`src/rtl/prod_ratio_unit.sv`:
```
// Product / ratio engine: captures a,b,c,d, forms a*b and c*d, then either returns the
// product or divides a*b by c*d with a bit-serial restoring divider.
//
// state | meaning
// IDLE  | waiting for start, operands not yet captured
// MUL   | forming both products, choosing product / div-by-zero / divide path
// DIV   | one restoring-division step per cycle, MSB of the dividend first
// FIN   | results registers just updated, done pulse visible
module prod_ratio_unit #(
    parameter int W  = 16,
    parameter int CW = $clog2(2*W) + 1
) (
    input  logic            clk,
    input  logic            rst_n,
    input  logic            start,
    input  logic            mode,
    input  logic [W-1:0]    a,
    input  logic [W-1:0]    b,
    input  logic [W-1:0]    c,
    input  logic [W-1:0]    d,
    output logic            busy,
    output logic            done,
    output logic [2*W-1:0]  quot,
    output logic [2*W-1:0]  rem,
    output logic            dz
);

    localparam int DW = 2 * W;

    typedef enum logic [1:0] {
        S_IDLE = 2'd0,
        S_MUL  = 2'd1,
        S_DIV  = 2'd2,
        S_FIN  = 2'd3
    } state_t;

    state_t          state_q, state_d;
    logic [W-1:0]    a_q, a_d, b_q, b_d, c_q, c_d, d_q, d_d;
    logic            mode_q, mode_d;
    logic [DW-1:0]   num_q, num_d;
    logic [DW-1:0]   den_q, den_d;
    logic [DW-1:0]   prem_q, prem_d;
    logic [CW-1:0]   cnt_q, cnt_d;
    logic [DW-1:0]   quot_q, quot_d, rem_q, rem_d;
    logic            dz_q, dz_d, busy_q, busy_d, done_q, done_d;

    logic [DW-1:0]   prod_ab, prod_cd;
    logic [DW:0]     trial, diff;

    assign prod_ab = {{W{1'b0}}, a_q} * {{W{1'b0}}, b_q};
    assign prod_cd = {{W{1'b0}}, c_q} * {{W{1'b0}}, d_q};

    // Partial remainder is always below den, so one extra bit holds the shifted value.
    assign trial = {prem_q, num_q[DW-1]};
    assign diff  = trial - {1'b0, den_q};

    always_comb begin
        state_d = state_q;
        a_d     = a_q;
        b_d     = b_q;
        c_d     = c_q;
        d_d     = d_q;
        mode_d  = mode_q;
        num_d   = num_q;
        den_d   = den_q;
        prem_d  = prem_q;
        cnt_d   = cnt_q;
        quot_d  = quot_q;
        rem_d   = rem_q;
        dz_d    = dz_q;

        case (state_q)
            S_IDLE: begin
                if (start) begin
                    a_d     = a;
                    b_d     = b;
                    c_d     = c;
                    d_d     = d;
                    mode_d  = mode;
                    state_d = S_MUL;
                end
            end
            S_MUL: begin
                num_d = prod_ab;
                den_d = prod_cd;
                if (mode_q) begin
                    quot_d  = prod_ab;
                    rem_d   = '0;
                    dz_d    = 1'b0;
                    state_d = S_FIN;
                end else if (prod_cd == '0) begin
                    quot_d  = '1;
                    rem_d   = prod_ab;
                    dz_d    = 1'b1;
                    state_d = S_FIN;
                end else begin
                    prem_d  = '0;
                    cnt_d   = CW'(DW);
                    state_d = S_DIV;
                end
            end
            S_DIV: begin
                // Quotient bits shift into the bottom of num as dividend bits leave the top.
                prem_d = diff[DW] ? trial[DW-1:0] : diff[DW-1:0];
                num_d  = {num_q[DW-2:0], ~diff[DW]};
                cnt_d  = cnt_q - CW'(1);
                if (cnt_q == CW'(1)) begin
                    quot_d  = num_d;
                    rem_d   = prem_d;
                    dz_d    = 1'b0;
                    state_d = S_FIN;
                end
            end
            S_FIN: begin
                state_d = S_IDLE;
            end
            default: begin
                state_d = S_IDLE;
            end
        endcase

        busy_d = (state_d != S_IDLE);
        done_d = (state_d == S_FIN);
    end

    always_ff @(posedge clk or negedge rst_n) begin
        if (!rst_n) begin
            state_q <= S_IDLE;
            a_q     <= '0;
            b_q     <= '0;
            c_q     <= '0;
            d_q     <= '0;
            mode_q  <= 1'b0;
            num_q   <= '0;
            den_q   <= '0;
            prem_q  <= '0;
            cnt_q   <= '0;
            quot_q  <= '0;
            rem_q   <= '0;
            dz_q    <= 1'b0;
            busy_q  <= 1'b0;
            done_q  <= 1'b0;
        end else begin
            state_q <= state_d;
            a_q     <= a_d;
            b_q     <= b_d;
            c_q     <= c_d;
            d_q     <= d_d;
            mode_q  <= mode_d;
            num_q   <= num_d;
            den_q   <= den_d;
            prem_q  <= prem_d;
            cnt_q   <= cnt_d;
            quot_q  <= quot_d;
            rem_q   <= rem_d;
            dz_q    <= dz_d;
            busy_q  <= busy_d;
            done_q  <= done_d;
        end
    end

    assign busy = busy_q;
    assign done = done_q;
    assign quot = quot_q;
    assign rem  = rem_q;
    assign dz   = dz_q;

endmodule
```
`config.mk`:
```
export PLATFORM = sky130hd
export DESIGN_NAME = prod_ratio_unit
export DESIGN_NICKNAME = d
export VERILOG_FILES = /design/src/rtl/prod_ratio_unit.sv
export SDC_FILE = /design/constraint.sdc
export NUM_CORES = 2
export LEC_CHECK = 0
export ABC_AREA = 0
export BUFFER_PORTS_ARGS = -buffer_cell sky130_fd_sc_hd__buf_2
export CORE_MARGIN = 2
export CORE_UTILIZATION = 45
export CTS_CLUSTER_SIZE = 14
export DETAILED_ROUTE_END_ITERATION = 10
export PLACE_DENSITY = 0.61
export SLEW_MARGIN = 20
export SYNTH_ARGS = -nofsm -noshare
export SYNTH_HDL_FRONTEND = slang
export SYNTH_SLANG_ARGS = --single-unit
```
`constraint.sdc`:
```
create_clock -name clk -period 9.55 [get_ports clk]
set_input_delay 1.4325 -clock clk [delete_from_list [all_inputs] [get_ports clk]]
set_output_delay 1.4325 -clock clk [all_outputs]
set_load 0.01 [all_outputs]
```
# Yosys cells after proc, flatten, opt, wreduce, memory -nomap -nowiden
# Index checks and enable logic that the tools add are counted.
# classes
n_addsub	2
mul	2
eq_ne	9
muxes	25
n_bitwise	1
n_reduce_logical	7
# op_table
op	count
32-bit two-way mux	9
32-bit one-hot mux with 2 select lines	4
16-bit by 16-bit multiplier with 32-bit output	2
33-bit by 32-bit subtractor with 33-bit output	1
32-bit logical NOT	1
6-bit two-way mux	2
6-bit one-hot mux with 2 select lines	1
2-bit one-hot mux with 4 select lines	1
2-bit == test, second input constant	3
6-bit by 1-bit == test with 1-bit output, second input constant	1
2-bit != test, second input constant	3
3-bit AND reduction	2
6-bit by 1-bit subtractor with 6-bit output, second input constant	1
1-bit two-way mux	5
2-bit two-way mux	2
2-bit nonzero test	2
3-bit != test, second input constant	1
2-bit by 1-bit == test with 1-bit output, second input constant	1
2-bit logical NOT	1
1-bit one-hot mux with 2 select lines	1
2-bit AND reduction	1
1-bit NOT	1
# word_totals
register_bits	236
inputBits	68
out_inout_bits	67

# Depth between registers and ports, before layout
# logic_depth
ltp_word	6
mapped_depth	29
depth_no_buf	25

# Worst setup path before layout
# No wires, ideal clock.
# synth_path
path_kind	register to register
start	reg d_q[1]
end	reg quot_q[10] (netlist: quot[10])
setup_time_ps	125
arrival_ps	7058
required_time_ps	9425
path_slack_ps	2367
stages_incl_launch_ff	27
path_buffers	4
period_less_slack_ps	7183
path_cell_list	dfrtp_1 -> clkbuf_1 -> nand2_1 -> fa_1 -> fa_1 -> fa_1 -> fa_1 -> inv_1 -> fa_1 -> inv_1 -> fa_1 -> inv_1 -> ha_1 -> clkbuf_1 -> nand2_1 -> a2111oi_0 -> a211oi_1 -> a21oi_1 -> a21oi_1 -> o21ai_1 -> xor2_1 -> or4_1 -> nor2_1 -> a31o_2 -> buf_6 -> buf_6 -> mux2_2
# synth_between
elab_chain_len	4
# synth_lines
item	line_no	text
from (decl)	38	logic [W-1:0] a_q, a_d, b_q, b_d, c_q, c_d, d_q, d_d;
from (signal assigned)	132	d_q <= '0;
from (signal assigned)	148	d_q <= d_d;
16-bit by 16-bit multiplier with 32-bit output	51	assign prod_cd = {{W{1'b0}}, c_q} * {{W{1'b0}}, d_q};
32-bit logical NOT	91	end else if (prod_cd == '0) begin
3-bit != test (no line)	--	
3-bit AND reduction (no line)	--	
to (signal assigned)	154	quot_q <= quot_d;
to (decl)	44	logic [DW-1:0] quot_q, quot_d, rem_q, rem_d;
# No other way between the ends.
# A chain may end at the register's enable or synchronous reset.

# Worst setup path in the final report
# layout_path
start	reg d_q[1]
end	reg quot_q[12] (netlist: quot[12])
# The elaborated chain is that of the path after synthesis.

==> results.toml <==
[critical_path]
cp_data_arrival_time_ns = 8.97
worstRegToRegCells = 23
timing_worst_setup_path_type = "reg -> reg"
r2r_slack_ns = 1.07
endpoint_kind = "register"
startpoint_type = "register"
worst_ep_required_time_ns = 10.05
path_max_fanout = 31
timing.rr.start = "d_q[1]$_DFFE_PN0P_"
r2r-end = "quot[12]$_DFFE_PN0P_"

[logic_synthesis]
ys_types = 73
yosys_warnings = 0
netlist_instances = 3142
synth_flop_cell = "dfrtp_1"
synthArstFlopShare_pct = 100
synth_edf_count = 0
seq_area_frac_synth_pct = 20.3
synth_area_leader_cell = "fa_1"
synth.area.top_cells = "fa_1 27%, dfrtp_1 20%, ha_1 11%, inv_1 6.6%, nand2_1 5.8%"
yosys.area.top_type_share_pct = 26.8
syn-mean-instance-area_um2 = 9.26
netlist_area_mm2 = 0.0291
synth_seq_cells = 236
syn-num-nets = 3845

[floorplan]
die_width_um = 258
fp.dieH_um = 258
start_util_pct = 45.3
rows = 93
dieArea_mm2 = 0.0667
io_pins = 135
core_mm2 = 0.0642

[clock_network]
cts.repair.resized = 0
post_cts_buffers = 0
postCtsHoldBufs = 0
htree_levels = 1
root_buffer = "clkbuf_16"
cts_tree = "done"
clock_latency_ns = 0.62
numCtsBuffers = 31
clockBufferDepth = 3
clkTransAtPathRegs_ns = 0.06
cts.sinks = 236

[route]
wl_per_cell_um = 18.7
vias = 21700
drc = 0
drt_first_pass_iters = 7
antenna_left = 0
routed_wirelength_mm = 76.0
vias_per_cell = 5.34
first_iter_violations = 1375

[grt]
gr-total-overflow = 0
grt_pass1_wl_mm = 126
grt_max_degree = 128
antenna_found_initial = 1
grt_pass1_vias = 23000
groute.usage.overall_pct = 23.6

[placement]
finalWeightedCongestion = 0.892
hpwl_mm = 59.4
port_buffers = 134

[min_path]
holdPathEnd = "den_q[6]$_DFFE_PN0P_"
holdCritStartpoint = "den_q[6]$_DFFE_PN0P_"
worst_hold_path_type = "reg -> reg"
whs_path_depth = 1

[sta]
tightest_slew_ns = 0.991
skew_ns = 0.0239
hold_viol = 0
period_share_pct = 88.7
relSlewSlack_pct = 33.0
fin_tns_setup_ns = 0
max_freq_mhz = 118
setup_viol = 0
slew_viol_final = 0
period_needed_ns = 8.48
rsz0062_at_grt = "no"

[final_layout]
area_growth_pct = 8.46
diodes = 0
layout.nets = 3880
drive_above_1_share_pct = 11.2

[run_status]
status = "complete, no violations"

[flow_run]
drv_cap = 0
[final cells by class]
cell class                 count  area (µm²)
fill                        6079       32700
multi-input combinational   2244       20600
sequential                   236        5910
inverter                     511        1920
tap                          855        1070
clock buffer                  43         891
timing repair buffer         153         836
clock inverter                15         285
[metal layers]
| layer | GRT usage [%] | routed length, µm | share of wire [%] | vias up |
|---|---|---|---|---|
| li1 | - | - | - | 10100 |
| met1 | 35.1 | 36100 | 48 | 10900 |
| met2 | 36.0 | 33400 | 44 | 553 |
| met3 | 4.39 | 5010 | 6.6 | 81 |
| met4 | 4.58 | 1480 | 1.9 | 0 |
| met5 | 0 | 0 | 0 | - |
[cells by family (layout without fill, tap and decap cells)]
| logic type | after synthesis | after routing | synth area share (%) |
|---|---|---|---|
| compound gates | 434 | 434 | 9.71 |
| simple gates | 926 | 926 | 14.9 |
| xor+xnor | 67 | 67 | 2.02 |
| fa+ha+maj | 635 | 635 | 37.4 |
| buf+inv | 662 | 722 | 8.83 |
| flops | 236 | 236 | 20.3 |
| mux | 182 | 182 | 6.86 |
[synth_stat cells, drive strengths merged, types with 24 or more instances]
library cell,count
nand3,25
a21o,44
dfrtp,236
fa,389
xor2,24
xnor2,43
mux2,138
nand2,453
a21oi,111
and2,210
mux2i,44
clkbuf,131
inv,510
ha,246
o21ai,104
nor2,120
[stage by stage]
stage / util (%) / setup slack [ns] / hold slack (ns) / cells / cell area [µm²]
after detailed placement: 47.3 / 1.09 / 0.469 / 3999 / 30400
after floorplan: - / 2.37 / 0.449 / 3142 / 29100
after global placement: 47.3 / 1.19 / 0.473 / 3999 / 30400
after CTS: 49.1 / 1.03 / 0.492 / 4057 / 31500
final: 49.1 / 1.07 / 0.491 / 4057 / 31500
after global routing: 49.1 / 0.605 / 0.502 / 4057 / 31500
[sequential cells by signal (all words and copies together) (netlist names), 2 cells and up]
signal / cells
prem_q: 32
cnt_q: 6
b_q: 16
num_q: 32
quot: 32
d_q: 16
state_q: 2
a_q: 16
c_q: 16
rem: 32
den_q: 32
[cell usage in the layout, fill, tap and decap left out, types with 31 or more instances in the layout]
cell type  synthesis  final
inv_1            508    508
nand2_1          453    452
fa_1             389    389
ha_1             246    243
dfrtp_1          236    236
and2_1           210    210
buf_2              7    133
mux2_2           129    129
nor2_1           120    120
a21oi_1          111    111
o21ai_0           92     92
a21o_1            44     44
mux2i_1           44     44
xnor2_1           43     43
clkbuf_16          0     31
[worst max-delay path by stage]
stage,startpoint,to,slack [ns],depth (start not counted)
floorplan,d_q[1]$_DFFE_PN0P_,quot[10]$_DFFE_PN0P_,2.37,26
global placement,c_q[9]$_DFFE_PN0P_,quot[19]$_DFFE_PN0P_,1.19,23
detailed placement,c_q[10]$_DFFE_PN0P_,quot[12]$_DFFE_PN0P_,1.09,23
CTS,d_q[1]$_DFFE_PN0P_,quot[12]$_DFFE_PN0P_,1.03,23
global route,c_q[10]$_DFFE_PN0P_,quot[22]$_DFFE_PN0P_,0.61,23
finish,d_q[1]$_DFFE_PN0P_,quot[12]$_DFFE_PN0P_,1.07,23
[worst max-delay path: stages (launching register included)]
cell and delay (ns):
dfrtp_1 0.75, nand2_1 0.18, fa_1 0.54, fa_1 0.57, fa_1 0.46, fa_1 0.54, inv_1 0.05, fa_1 0.48
inv_1 0.06, fa_1 0.48, inv_1 0.04, ha_1 0.40, nand2_1 0.16, nor2_1 0.06, a211oi_1 0.45, a21oi_1 0.18
a21oi_1 0.49, o21ai_1 0.14, xor2_1 0.17, or4_1 0.63, nor2_1 0.19, a31o_4 0.50, buf_4 0.40, mux2_2 0.38
Power is not shown: default switching activity piles up to over one toggle a cycle in this logic, so the estimate is an artifact.
